--- config.mk ---
export PLATFORM = sky130hd
export DESIGN_NAME = goomba_spawner
export DESIGN_NICKNAME = d
export VERILOG_FILES = /design/src/rtl/goomba_spawner.sv
export SDC_FILE = /design/constraint.sdc
export NUM_CORES = 1
export LEC_CHECK = 0
export CAP_MARGIN = 0
export CORE_ASPECT_RATIO = 0.75
export CORE_UTILIZATION = 40
export CTS_CLUSTER_DIAMETER = 200
export DETAILED_ROUTE_END_ITERATION = 8
export PLACE_DENSITY = 0.68
export SLEW_MARGIN = 20
export SYNTH_ARGS = -nofsm -noshare
export SYNTH_HDL_FRONTEND = slang
export SYNTH_SLANG_ARGS = --single-unit
--- constraint.sdc ---
create_clock -name Clk -period 8.6 [get_ports Clk]
set_input_delay 1.72 -clock Clk [delete_from_list [all_inputs] [get_ports Clk]]
set_output_delay 1.72 -clock Clk [all_outputs]
set_load 0.05 [all_outputs]
--- src/rtl/goomba_spawner.sv ---
// goomba_spawner: walks a world-X ordered spawn table and starts goombas
// in free pool slots as the camera scroll approaches each entry.
// Ports: Clk, Reset (sync, active-high), frame_clk (rising edge = frame),
//   level_start (kill all + rewind), scroll_x, slot_alive[N_SLOTS],
//   table_addr / table_data (ROM, 1-cycle latency,
//   {valid, world_x[11:0], spawn_y[9:0]}), start/kill[N_SLOTS] pulses,
//   spawnX/spawnY (valid with start), done (table exhausted).
// Option GOOMBA_SPAWN_DROP_EN: a full pool discards the entry and counts
//   it on drop_cnt; otherwise the entry is retried after the next frame.
module goomba_spawner #(
  parameter int          N_SLOTS      = 4,
  parameter int          ADDR_W       = 6,
  parameter logic [11:0] SPAWN_AHEAD  = 12'd400,
  parameter logic [9:0]  SCREEN_X_OFS = 10'd120
) (
  input  logic               Clk,
  input  logic               Reset,
  input  logic               frame_clk,
  input  logic               level_start,
  input  logic [11:0]        scroll_x,
  input  logic [N_SLOTS-1:0] slot_alive,
  output logic [ADDR_W-1:0]  table_addr,
  input  logic [22:0]        table_data,
  output logic [N_SLOTS-1:0] start,
  output logic [N_SLOTS-1:0] kill,
  output logic [9:0]         spawnX,
  output logic [9:0]         spawnY,
  output logic               done
`ifdef GOOMBA_SPAWN_DROP_EN
  ,
  output logic [7:0]         drop_cnt
`endif
);

  localparam logic [2:0] S_IDLE  = 3'd0;
  localparam logic [2:0] S_CLEAR = 3'd1;
  localparam logic [2:0] S_FETCH = 3'd2;
  localparam logic [2:0] S_EVAL  = 3'd3;
  localparam logic [2:0] S_ISSUE = 3'd4;
  localparam logic [2:0] S_WAIT  = 3'd5;
  localparam logic [2:0] S_DONE  = 3'd6;

  logic [2:0]         state;
  logic [ADDR_W-1:0]  ptr;
  logic [N_SLOTS-1:0] reserved;
  logic [N_SLOTS-1:0] slot_oh;
  logic               frame_clk_d;
  logic               fr_edge;

  logic               e_valid;
  logic [11:0]        e_x;
  logic [9:0]         e_y;
  logic [12:0]        ahead_sum;
  logic [11:0]        ahead_lim;
  logic [N_SLOTS-1:0] free;
  logic [N_SLOTS-1:0] free_lo;
  logic [9:0]         x_calc;
  logic               last;

  assign e_valid = table_data[22];
  assign e_x     = table_data[21:10];
  assign e_y     = table_data[9:0];

  // Look-ahead window edge, clamped so it cannot wrap past the world end.
  assign ahead_sum = {1'b0, scroll_x} + {1'b0, SPAWN_AHEAD};
  assign ahead_lim = ahead_sum[12] ? 12'hFFF : ahead_sum[11:0];

  // Reserved slots were started this frame but may not report alive yet.
  assign free   = ~slot_alive & ~reserved;
  assign x_calc = e_x[9:0] - scroll_x[9:0] + SCREEN_X_OFS;
  assign last   = (ptr == {ADDR_W{1'b1}});

  always_comb begin
    free_lo = '0;
    for (int i = 0; i < N_SLOTS; i++) begin
      if (free[i] && (free_lo == '0)) free_lo[i] = 1'b1;
    end
  end

  assign table_addr = ptr;
  assign start      = (state == S_ISSUE) ? slot_oh : '0;
  assign kill       = (state == S_CLEAR) ? '1 : '0;
  assign done       = (state == S_DONE);

  always_ff @(posedge Clk) begin
    if (Reset) begin
      state       <= S_IDLE;
      ptr         <= '0;
      reserved    <= '0;
      slot_oh     <= '0;
      spawnX      <= '0;
      spawnY      <= '0;
      frame_clk_d <= 1'b0;
      fr_edge     <= 1'b0;
`ifdef GOOMBA_SPAWN_DROP_EN
      drop_cnt    <= '0;
`endif
    end else begin
      frame_clk_d <= frame_clk;
      fr_edge     <= frame_clk & ~frame_clk_d;
      if (fr_edge) reserved <= '0;
      if (level_start) begin
        state <= S_CLEAR;
      end else begin
        unique case (state)
          S_IDLE: ;
          S_CLEAR: begin
            ptr      <= '0;
            reserved <= '0;
`ifdef GOOMBA_SPAWN_DROP_EN
            drop_cnt <= '0;
`endif
            state    <= S_FETCH;
          end
          S_FETCH: state <= S_EVAL;
          S_EVAL: begin
            if (!e_valid) begin
              state <= S_DONE;
            end else if (e_x < scroll_x) begin
              if (last) state <= S_DONE;
              else begin
                ptr   <= ptr + ADDR_W'(1);
                state <= S_FETCH;
              end
            end else if (e_x > ahead_lim) begin
              state <= S_WAIT;
            end else if (free != '0) begin
              slot_oh <= free_lo;
              spawnX  <= x_calc;
              spawnY  <= e_y;
              state   <= S_ISSUE;
            end else begin
`ifdef GOOMBA_SPAWN_DROP_EN
              if (drop_cnt != 8'hFF) drop_cnt <= drop_cnt + 8'd1;
              if (last) state <= S_DONE;
              else begin
                ptr   <= ptr + ADDR_W'(1);
                state <= S_FETCH;
              end
`else
              state <= S_WAIT;
`endif
            end
          end
          S_ISSUE: begin
            reserved <= (fr_edge ? '0 : reserved) | slot_oh;
            if (last) state <= S_DONE;
            else begin
              ptr   <= ptr + ADDR_W'(1);
              state <= S_FETCH;
            end
          end
          S_WAIT: if (fr_edge) state <= S_FETCH;
          S_DONE: ;
          default: state <= S_IDLE;
        endcase
      end
    end
  end

endmodule
==> results.md, run 1 <==
Outcome:
- The run finished with clean final reports.

Yosys:
- In this run, synthesis produced a sequential element count of 39.
- The unique cell type count in the Yosys netlist is 58.
- In this run the mean area of a mapped cell was 8.05 sq um.
- The async set-or-reset flop fraction in the synthesized netlist is 0%.
- The most used flip-flop cell after synthesis is sky130_fd_sc_hd__dfxtp_1.
- Counting every instance in the synthesized netlist gives 377.
- The synthesized design contains 0 enable-type register cells.
- The post-synthesis net count is 462.
- The post-synthesis sequential area ratio is 25.7%.
- The Yosys warning count is 0.
- The mapped netlist covers 0.00303 sq mm.

Power and ir drop:
- In this run, flip-flops and latches consume 36.6% of the power.
- For this design the static power due to leakage is 1.59 nW.
- The cell internal power dissipation is 0.000357 W.
- For this design the ratio of total power to cell area is 127 mW/mm^2.
- Combinational logic burns 27.0% of the power.
- The total design power is 0.000503 W.
- The clock network accounts for 36.4% of the total power.
- The net switching power is 0.000146 W.
- IR analysis of the VDD net gives a maximum drop of 65.7 uV.
- The fraction of power spent switching nets is 29.0%.

Clock network:
- The root buffer selected by CTS is sky130_fd_sc_hd__clkbuf_8.
- The number of clock sinks is 39.
- The CTS H-tree depth is 2.
- Clock tree synthesis inserted a total of 5 buffers.
- Clock-pin slew was measured on the worst setup and hold paths at 0.07 ns.
- Buffers added to address setup during post-CTS repair amount to 0.
- Counting along the longest clock path gives a buffer depth of 2.
- The later pin in the worst-skew pair is clocked with a latency of 0.30 ns.
- For this design, the CTS-stage hold fixing added 0 buffers.
- The number of gates resized after CTS was 0.
- The TritonCTS clock tree is built.

STA:
- The final sum of negative setup slack is 0 ns.
- The final clock skew is 0.00930 ns.
- The final number of max-transition violations is 0.
- Setup repair after global routing left no endpoint under its margin.
- Of the available clock period, the critical path in the final layout requires 65.1%.
- The setup-violating endpoint count in the final report is 0.
- The actual slew at the worst max-slew pin is 0.971 ns.
- The minimum period implied by the final worst setup slack is 5.60 ns.
- The number of failing hold endpoints at the final stage is 0.
- Headroom to the max-slew limit came out at 35.1%.
- The achievable frequency is 179 MHz.

Finish:
- The number of antenna diodes in the final layout is 0.
- The layout net count is 530.
- For this run, the number of standard cells in the final layout without fillers is 547.
- Relative to the synthesized area, the layout overhead comes to 31.0%.
- Counting the fill cells in the layout gives 691.
- The post-route netlist has 5.83% of its cells at a drive strength greater than 1.

Critical path:
- The critical path is of the primary input to flip-flop type.
- On the critical path, the stage with the largest delay is an instance of sky130_fd_sc_hd__nor3_1.
- Counting stages on the worst path, the most repeated cell is sky130_fd_sc_hd__a21oi_1.
- The signal on the critical path passes through clkdlybuf4s50_1 > ha_1 > a21oi_1 > and2_0 > nor3_1 > nor2_1 > ha_1 > a21oi_1 > o221ai_1 > a221oi_1 > o21a_1 > a21oi_1 > a211oi_1.
- Counting both buffers and inverters, the worst setup path holds a total of 1.
- Along the worst path, the maximum fanout reaches 22.
- In this design, the stage delay of the slowest critical-path cell is 0.73 ns.
- On the critical path the largest part of the delay comes from compound AO/OA/AOI/OAI gates.
- Data on the critical path is required at its endpoint by 8.81 ns.
- Data arrives at the worst endpoint at 5.81 ns.
- The type of origin of the critical path is a primary input.
- The kind of end point of the critical path is a flip-flop.

Drt:
- The total via count after detailed routing is 2964.
- The remaining routing DRC violations is 0.
- The count of TritonRoute iterations in the first routing pass is 4.
- The routed length per placed instance is 14.7 um.
- The count of nets left with antenna violations after detail routing is 0.
- The via density per instance is 5.42.
- Summed over all layers, the routed wires come to 8.02 mm.
- In this run, the number of DRC markers left after iteration 0 of detailed routing was 119.

Die:
- The floorplan step set the die height to 77.4 um.
- The die outline area is 0.00794 sq mm.
- The die is 103 um wide.
- The initialized floorplan defines 27 standard-cell rows.
- The area of the placeable core is 0.00733 sq mm.
- The number of placed I/O pins is 78.
- The starting utilization of the core area is 41.4%.

Global route:
- The via count of the first global-routing pass is 2880.
- Summed over all layers, the global routing overflow is 0.
- The global-route wire length before repair is 13.3 mm.
- The pin count of the biggest net entering global routing is 32.
- The number of antenna violations at the first check in global routing came to 0.
- The total global routing track utilization is 21.3%.

Placed design:
- Port buffering added 77 buffers.
- The detailed-placement wirelength estimate is 6.05 mm.
- The final weighted congestion in routability-driven placement is 0.805.
- The number of cells after detailed placement is 539.

Job:
- The number of maximum-capacitance constraint violations is 0.

Hold path:
- The path class of the lowest-slack min-delay path is flip-flop to flip-flop.
==> synthesized netlist by cell type (4+ instances only) <==
cell | count | area share (%)
sky130_fd_sc_hd__nor2b_1 | 9 | 1.9
sky130_fd_sc_hd__xor2_1 | 5 | 1.4
sky130_fd_sc_hd__dfxtp_1 | 39 | 26
sky130_fd_sc_hd__nor2_1 | 31 | 3.8
sky130_fd_sc_hd__and2_2 | 4 | 0.99
sky130_fd_sc_hd__a211oi_1 | 5 | 1.2
sky130_fd_sc_hd__clkbuf_1 | 6 | 0.74
sky130_fd_sc_hd__buf_2 | 5 | 0.82
sky130_fd_sc_hd__nand3_1 | 25 | 4.1
sky130_fd_sc_hd__nor3_1 | 6 | 0.99
sky130_fd_sc_hd__o21ai_0 | 25 | 4.1
sky130_fd_sc_hd__nand2_1 | 17 | 2.1
sky130_fd_sc_hd__buf_4 | 5 | 1.2
sky130_fd_sc_hd__a21oi_1 | 37 | 6.1
sky130_fd_sc_hd__nand4_1 | 7 | 1.4
sky130_fd_sc_hd__nand2b_1 | 4 | 0.82
sky130_fd_sc_hd__xnor2_1 | 5 | 1.4
sky130_fd_sc_hd__ha_1 | 39 | 16
sky130_fd_sc_hd__inv_1 | 35 | 4.3
==> power groups by stage <==
stage / sequential [W] / clock, W / combinational [W]
floorplan: 0.000187 / 0 / 0.0000925
global placement: 0.000188 / 0 / 0.000133
detailed placement: 0.000188 / 0 / 0.000135
CTS: 0.000184 / 0.000186 / 0.000136
global route: 0.000185 / 0.000193 / 0.000151
finish: 0.000184 / 0.000183 / 0.000136
==> routing by layer <==
metal	GRT usage, %	vias to the layer above	wire, um
met1	28.9	1386	3940
met2	33.3	84	3460
met4	5.57	0	75
li1	-	1482	-
met5	0	-	0
met3	5.23	12	549
==> path summary, 6_finish.rpt <==
path         slack [ns]  cells past startpoint   startpoint             to
max                3.00                     13  scroll_x[4]      spawnX[9]
min                0.43                      1  frame_clk_d        fr_edge
max reg2reg        6.47                      6     state[2]  table_addr[5]
min reg2reg        0.43                      1  frame_clk_d        fr_edge
==> sequential cells by signal, summed over array words and instances, names as in the netlist <==
name	flops
reserved	4
slot_oh	4
spawnX	10
table_addr	6
frame_clk_d	1
spawnY	10
fr_edge	1
state	3
==> cell type report <==
class	count	area, sq um	area share [%]
clock buffer	6	72.6	1.83
clock inverter	2	60.1	1.51
inverter	35	131	3.31
multi-input combinational	284	2010	50.6
sequential	39	781	19.6
tap	101	126	3.18
timing repair buffer	80	793	20.0
==> logic make-up (layout without fill, tap and decap cells) <==
group,count (synthesis),after routing,synth area share [%]
flip-flops,39,39,25.7
multiplexers,1,1,0.371
adder cells (fa/ha/maj),42,42,18.1
buffers and inverters,54,123,8.00
XOR/XNOR,10,10,2.89
AND/OR/NAND/NOR,126,126,22.6
AO/OA/AOI/OAI,105,105,22.4
==> stage by stage <==
| step | utilization (%) | worst slack (ns) | hold slack [ns] | area, sq um |
|---|---|---|---|---|
| after detailed placement | 52.4 | 2.75 | 0.389 | 3840 |
| after global placement | 52.4 | 2.90 | 0.372 | 3840 |
| after CTS | 54.2 | 3.05 | 0.436 | 3980 |
| after global routing | 54.2 | 2.63 | 0.455 | 3980 |
| final | 54.2 | 3.00 | 0.430 | 3980 |
| after floorplan | - | 4.11 | 0.367 | 3030 |
==> cell usage in the layout (no fill, tap or decap), drive strengths merged, types with 7 or more instances in the layout <==
cell type	netlist	layout
clkdlybuf4s50	0	77
ha	39	39
dfxtp	39	39
a21oi	37	37
inv	35	35
nor2	32	32
o21ai	26	26
nand3	25	25
nand2	17	17
nor2b	9	9
nand4	7	7
(Power assumes the default switching activity.)
==> run 2: changes to the inputs <==
--- a/config.mk
+++ b/config.mk
@@ -10,7 +10,7 @@
 export CORE_UTILIZATION = 40
 export CTS_CLUSTER_DIAMETER = 200
 export DETAILED_ROUTE_END_ITERATION = 8
-export PLACE_DENSITY = 0.68
+export PLACE_DENSITY = 0.7
 export SLEW_MARGIN = 20
 export SYNTH_ARGS = -nofsm -noshare
 export SYNTH_HDL_FRONTEND = slang
==> constraint.sdc (replaced) <==
create_clock -name Clk -period 4.8 [get_ports Clk]
set_input_delay 0.96 -clock Clk [delete_from_list [all_inputs] [get_ports Clk]]
set_output_delay 0.96 -clock Clk [all_outputs]
set_load 0.05 [all_outputs]
==> results.md, run 2 (same netlist as run 1, synthesis figures left out) <==
Outcome:
- The flow ran to the end, and the final reports show no timing, DRC or antenna violations.

Finish:
- The layout net count is 533 (+0.57%).
- The final design instance area without fill is 0.00395 sq mm (-0.63%).
- The commonest non-fill, non-tap cell in the layout is sky130_fd_sc_hd__clkdlybuf4s50_1.
- Leaving out fill and tap cells, the most frequent cells in the layout are sky130_fd_sc_hd__clkdlybuf4s50_1 (77), sky130_fd_sc_hd__ha_1 (39), sky130_fd_sc_hd__dfxtp_1 (39).
- The total of fill cells in the finished design is 675 (-2.3%).
- The register area came to 781 sq um (unchanged).
- The number of antenna cells inserted was 0 (unchanged).
- The layout overhead on the synthesized area is 30.2%.
- The proportion of layout cells with a drive suffix above 1 is 6.46% (+0.63 points).
- The area occupied by multi-input gates is 0.00201 sq mm (unchanged).

Clock network:
- The post-CTS setup buffer count came to 0 (unchanged).
- The TritonCTS clock tree is built.
- The post-CTS clock slew at the launch and capture registers of the worst setup and hold paths is 0.08 ns (about the same).
- The clock tree buffer depth is 2 (unchanged).
- The worst-skew pair later-pin latency is 0.29 ns (about the same).
- The number of cells upsized or downsized after cts is 0 (unchanged).
- The number of buffers inserted for hold repair after clock tree synthesis came to 0 (unchanged).
- The clock buffer count from CTS was 5 (unchanged).
- The cell sitting at the root of the clock tree is a sky130_fd_sc_hd__clkbuf_8.
- The number of clock sinks is 39 (unchanged).
- The CTS H-tree depth is 2 (unchanged).

STA:
- The final critical-path setup slack is 0.530 ns (-2.47 ns).
- The actual slew at the worst max-slew pin is 0.858 ns (-0.113 ns).
- The final number of max-transition violations is 0 (unchanged).
- The worst slew margin relative to its limit came to 42.6% (+7.5 points).
- Setup repair after global routing left no endpoint under its margin.
- The final sum of negative setup slack was 0 ns (unchanged).
- The achievable frequency is 234 MHz.
- The final clock skew is 0.00821 ns (-0.00109 ns).
- The share of the clock period used by the worst path is 89.0%.
- For the finished layout, the period the worst path requires is 4.27 ns.
- The number of failing hold endpoints at the final stage is 0 (unchanged).
- The setup-violating endpoint count in the final report is 0 (unchanged).

Critical path:
- The arrival time at the worst endpoint was 4.48 ns (-1.33 ns).
- The required time of the critical path is 5.01 ns (-3.80 ns).
- The kind of end point of the critical path is a flip-flop.
- The library cell contributing the largest single delay on the critical path is sky130_fd_sc_hd__clkdlybuf4s50_1.
- The peak per-stage delay on the critical path is 0.47 ns (-0.26 ns).
- STA classifies the critical path startpoint as a primary input.
- The critical path is of the primary input to flip-flop type.
- The critical path goes through clkdlybuf4s50_1 > ha_1 > a21oi_1 > and2_0 > nor3_1 > buf_4 > or2_2 > ha_1 > nand4_1 > or3_1 > a31oi_1 > o21a_1 > buf_4 > nand3_1 > a21oi_1.
- The largest fanout on the critical path is 17 (-23%).

Drt:
- The count of nets left with antenna violations after detail routing was 0 (unchanged).
- The routed wire length is 8.21 mm (+2.3%).
- The remaining routing DRC violations is 0 (unchanged).
- The count of TritonRoute iterations in the first routing pass is 7 (+3).
- The routed length per placed instance is 14.9 um (+1.7%).
- The detailed router's first-iteration violation count was 184 (+55%).
- The total via count after detailed routing is 3037 (+2.5%).
- The via density per instance is 5.52 (+1.9%).

Placed design:
- The detailed-placement wirelength estimate is 6.23 mm (+2.9%).
- The worst-case setup slack after placement is 0.296 ns (-2.46 ns).
- The number of input and output port buffers inserted is 77 (unchanged).
- The final weighted congestion in routability-driven placement was 0.839 (+4.3%).
- The cell area after placement is 0.00386 sq mm (+0.59%).

Global route:
- The via count of the first global-routing pass is 2852 (-0.97%).
- The number of antenna violations at the first check in global routing was 0 (unchanged).
- The global-route wire length before repair was 13.3 mm (+0.16%).
- The overall overflow remaining after global route is 0 (unchanged).
- The total global routing track utilization is 21.2% (about the same).
- The pin count of the biggest net entering global routing is 23 (-28%).

Hold path:
- The tightest min-delay check is of the flip-flop to flip-flop type.

Die:
- The number of placed I/O pins is 78 (unchanged).
- The die outline area came to 0.00794 sq mm (unchanged).
- The area of the placeable core was 0.00733 sq mm (unchanged).
- The overall die width is 103 um (unchanged).
- The starting utilization of the core area is 41.4% (unchanged).
- The number of placement rows is 27 (unchanged).
- The overall die height is 77.4 um (unchanged).

Job:
- The number of maximum-capacitance constraint violations is 0 (unchanged).

Power and ir drop:
- The highest ir drop seen on vdd was 114 uV (+73%).
- The power density normalized to cell area is 203 mW/mm^2 (+60%).
- The cell leakage power is 1.58 nW (-0.57%).
run 2: cell count changes in the layout (fill, tap and decap cells not counted):
cell	previous run	this run
sky130_fd_sc_hd__buf_4	3	6
sky130_fd_sc_hd__bufinv_16	2	0
sky130_fd_sc_hd__clkinv_2	0	1
sky130_fd_sc_hd__clkinvlp_4	0	1
run 2: layout make-up:
cell class,instances,share of cell area (%)
multi-input combinational,284,50.9
inverter,35,3.33
timing repair buffer,83,20.7
sequential,39,19.8
tap,101,3.20
clock buffer,6,1.84
clock inverter,2,0.317
run 2: power breakdown:
part / internal, W / switching (W)
combinational: 0.000110 / 0.000140
clock: 0.000102 / 0.000121
sequential: 0.000325 / 0.00000473
total: 0.000537 / 0.000265
run 2: per-stage QoR:
step | hold WS (ns) | cells | utilization (%) | power (W)
3_3_place_gp | 0.372 | 542 | 52.7 | 0.000580
2_1_floorplan | 0.367 | 377 | - | 0.000501
4_1_cts | 0.384 | 550 | 53.9 | 0.000803
3_5_place_dp | 0.373 | 542 | 52.7 | 0.000584
5_1_grt | 0.411 | 550 | 53.9 | 0.000851
6_report | 0.384 | 550 | 53.9 | 0.000802
run 2: final timing paths:
kind,start,to,slack (ns),cells past startpoint
hold / removal,frame_clk_d,fr_edge,0.38,1
hold reg to reg,frame_clk_d,fr_edge,0.38,1
setup / recovery,scroll_x[4],spawnX[5],0.53,15
setup reg to reg,state[2],table_addr[5],2.65,6
run 2: critical path, delay by kind of cell:
kind	cells	cell delay, ns
buffers and inverters	3	0.91
AOI/OAI and AO/OA	4	0.87
and+or+nand+nor	6	1.20
adders and majority gates	2	0.53
run 2: routing by layer:
| layer | vias to the layer above | part of all wire [%] | GRT usage [%] |
|---|---|---|---|
| met1 | 1427 | 48 | 29.9 |
| met4 | 0 | 0.30 | 2.86 |
| met3 | 4 | 8.0 | 4.86 |
| met5 | - | 0 | 0 |
| met2 | 108 | 44 | 33.5 |
| li1 | 1498 | - | - |
==> run 3: changes to the inputs <==
--- a/config.mk
+++ b/config.mk
@@ -7,10 +7,10 @@
 export LEC_CHECK = 0
 export CAP_MARGIN = 0
 export CORE_ASPECT_RATIO = 0.75
-export CORE_UTILIZATION = 40
+export CORE_UTILIZATION = 45
 export CTS_CLUSTER_DIAMETER = 200
 export DETAILED_ROUTE_END_ITERATION = 8
-export PLACE_DENSITY = 0.7
+export PLACE_DENSITY = 0.75
 export SLEW_MARGIN = 20
 export SYNTH_ARGS = -nofsm -noshare
 export SYNTH_HDL_FRONTEND = slang
==> results.md, run 3 (same netlist as run 1, synthesis figures left out) <==
Placed design:
- The detailed-placement wirelength estimate is 5.93 mm (-4.9%).
- The number of input and output port buffers inserted is 77 (unchanged).
- The final weighted congestion in routability-driven placement is 0.824 (-1.8%).

Drt:
- The via density per instance is 5.64 (+2.1%).
- The detailed router's first-iteration violation count is 215 (+17%).
- The count of TritonRoute iterations in the first routing pass is 5 (-2).
- The total via count after detailed routing came to 2988 (-1.6%).
- The count of nets left with antenna violations after detail routing came to 0 (unchanged).
- The remaining routing DRC violations is 0 (unchanged).
- The routed wire length is 7.98 mm (-2.8%).
- The routed length per placed instance is 15.1 um (+0.90%).

Hold path:
- The path class of the lowest-slack min-delay path is flip-flop to flip-flop.
- The worst hold path cell count is 1 (unchanged).

Finish:
- Leaving out fill and tap cells, the most frequent cell in the layout is sky130_fd_sc_hd__clkdlybuf4s50_1.
- The total of fill cells in the finished design is 592 (-12%).
- The proportion of layout cells with a drive suffix above 1 is 6.68% (+0.22 points).
- In the layout the commonest cells are sky130_fd_sc_hd__clkdlybuf4s50_1 (77), sky130_fd_sc_hd__ha_1 (39), sky130_fd_sc_hd__dfxtp_1 (39).
- The layout net count is 533 (unchanged).
- The number of antenna cells inserted is 0 (unchanged).
- The layout overhead on the synthesized area is 30.6%.

Die:
- The overall die width is 96.8 um (-5.6%).
- The overall die height was 73.1 um (-5.6%).
- The die outline area is 0.00708 sq mm (-11%).
- The number of placed I/O pins is 78 (unchanged).
- The starting utilization of the core area is 47.3% (+5.9 points).
- The number of placement rows is 25 (-7.4%).
- The area of the placeable core came to 0.00641 sq mm (-13%).

STA:
- The achievable frequency is 242 MHz (+3.4%).
- The setup-violating endpoint count in the final report came to 0 (unchanged).
- The worst slew margin relative to its limit came to 52.2% (+9.6 points).
- The final number of max-transition violations came to 0 (unchanged).
- The number of failing hold endpoints at the final stage was 0 (unchanged).
- The minimum period implied by the final worst setup slack came to 4.13 ns (-0.141 ns).
- Setup repair after global routing left no endpoint under its margin.
- The final sum of negative setup slack is 0 ns (unchanged).
- The actual slew at the worst max-slew pin is 0.717 ns (-0.142 ns).
- The share of the clock period used by the worst path came to 86.0% (-2.9 points).
- The final clock skew came to 0.00808 ns (-0.000125 ns).

Clock network:
- The number of clock sinks is 39 (unchanged).
- The clock buffer count from CTS came to 5 (unchanged).
- The number of buffers inserted for hold repair after clock tree synthesis is 0 (unchanged).
- The worst-skew pair later-pin latency was 0.29 ns (about the same).
- The post-CTS setup buffer count came to 0 (unchanged).
- The CTS H-tree depth is 2 (unchanged).
- The root buffer selected by CTS is sky130_fd_sc_hd__clkbuf_8.
- The post-CTS clock slew at the launch and capture registers of the worst setup and hold paths is 0.08 ns (about the same).
- The TritonCTS clock tree is built.
- The clock tree buffer depth came to 2 (unchanged).
- The number of cells upsized or downsized after cts is 0 (unchanged).

Critical path:
- The peak per-stage delay on the critical path is 0.47 ns (about the same).
- The library cell contributing the largest single delay on the critical path is sky130_fd_sc_hd__clkdlybuf4s50_1.
- Walking the worst path, the cells encountered are clkdlybuf4s50_1 > ha_1 > a21oi_1 > and2_0 > nor3_1 > buf_4 > or2_2 > ha_1 > nand4_1 > or3_1 > a31oi_1 > o21a_1 > buf_4 > a21oi_1 > a211oi_1.
- The worst setup path is captured at a flip-flop.
- The total buffers and inverters traversed by the critical path is 3 (unchanged).
- The largest fanout on the critical path is 22 (+5).
- The category of the most critical setup path is primary input to flip-flop.
- The type of origin of the critical path is a primary input.
- The arrival time at the worst endpoint was 4.35 ns (-0.13 ns).
- The required time of the critical path was 5.02 ns (about the same).
- The cell count along the critical path came to 15 (unchanged).
- The worst setup slack for register-to-register paths was 2.65 ns (about the same).
- The cell depth of the worst flop-to-flop path came to 6 (unchanged).
- The family of cells with the greatest summed delay on the critical path is simple AND/OR/NAND/NOR gates.

Global route:
- The global-route wire length before repair was 13.2 mm (-1.3%).
- The pin count of the biggest net entering global routing is 32 (+39%).
- The total global routing track utilization is 23.0% (+1.7 points).
- The overall overflow remaining after global route was 0 (unchanged).
- The via count of the first global-routing pass is 2789 (-2.2%).
- The number of antenna violations at the first check in global routing is 0 (unchanged).

Power and ir drop:
- The total design power is 0.000874 W (+8.9%).
- The power density normalized to cell area is 221 mW/mm^2 (+8.6%).
- The cell leakage power was 1.60 nW (+1.3%).
- The highest ir drop seen on vdd is 160 uV (+40%).

Outcome:
- The run finished with clean final reports.

Job:
- The number of maximum-capacitance constraint violations is 0 (unchanged).
-- run 3: metrics by stage --
| stage | util [%] | setup WS [ns] | hold slack (ns) | instances | instance area (sq um) |
|---|---|---|---|---|---|
| after floorplan | - | 1.07 | 0.367 | 377 | 3030 |
| after global placement | 59.9 | 0.515 | 0.373 | 522 | 3840 |
| after detailed placement | 59.9 | 0.383 | 0.380 | 522 | 3840 |
| after CTS | 61.8 | 0.676 | 0.414 | 530 | 3960 |
| after global routing | 61.8 | 0.379 | 0.420 | 530 | 3960 |
| final | 61.8 | 0.672 | 0.418 | 530 | 3960 |
-- run 3: final timing paths --
path | from | to
worst max-delay path | scroll_x[4] | spawnX[9]
worst min-delay path | frame_clk_d | fr_edge
worst max register to register | state[2] | table_addr[5]
worst min register to register | frame_clk_d | fr_edge
-- run 3: cell type report --
class	count	area, sq um	area share, %
Multi-Input combinational cell	284	2010	50.8
Timing Repair Buffer	83	816	20.6
Sequential cell	39	781	19.7
Inverter	35	131	3.32
Tap cell	81	101	2.56
Clock buffer	6	82.6	2.08
Clock inverter	2	38.8	0.979
-- run 3: power by group --
part	switching [W]	internal (W)	total [W]
Sequential	0.00000459	0.000325	0.000330
Clock	0.000124	0.000171	0.000295
Combinational	0.000139	0.000110	0.000249
Total	0.000267	0.000607	0.000874
-- run 3: metal layers --
metal / track usage, % / vias to the layer above / part of all wire, % / wire length (um)
li1: - / 1489 / - / -
met1: 32.5 / 1385 / 49 / 3890
met2: 37.2 / 106 / 43 / 3440
met3: 4.21 / 8 / 7.3 / 580
met4: 3.98 / 0 / 0.74 / 59
met5: 0 / - / 0 / 0
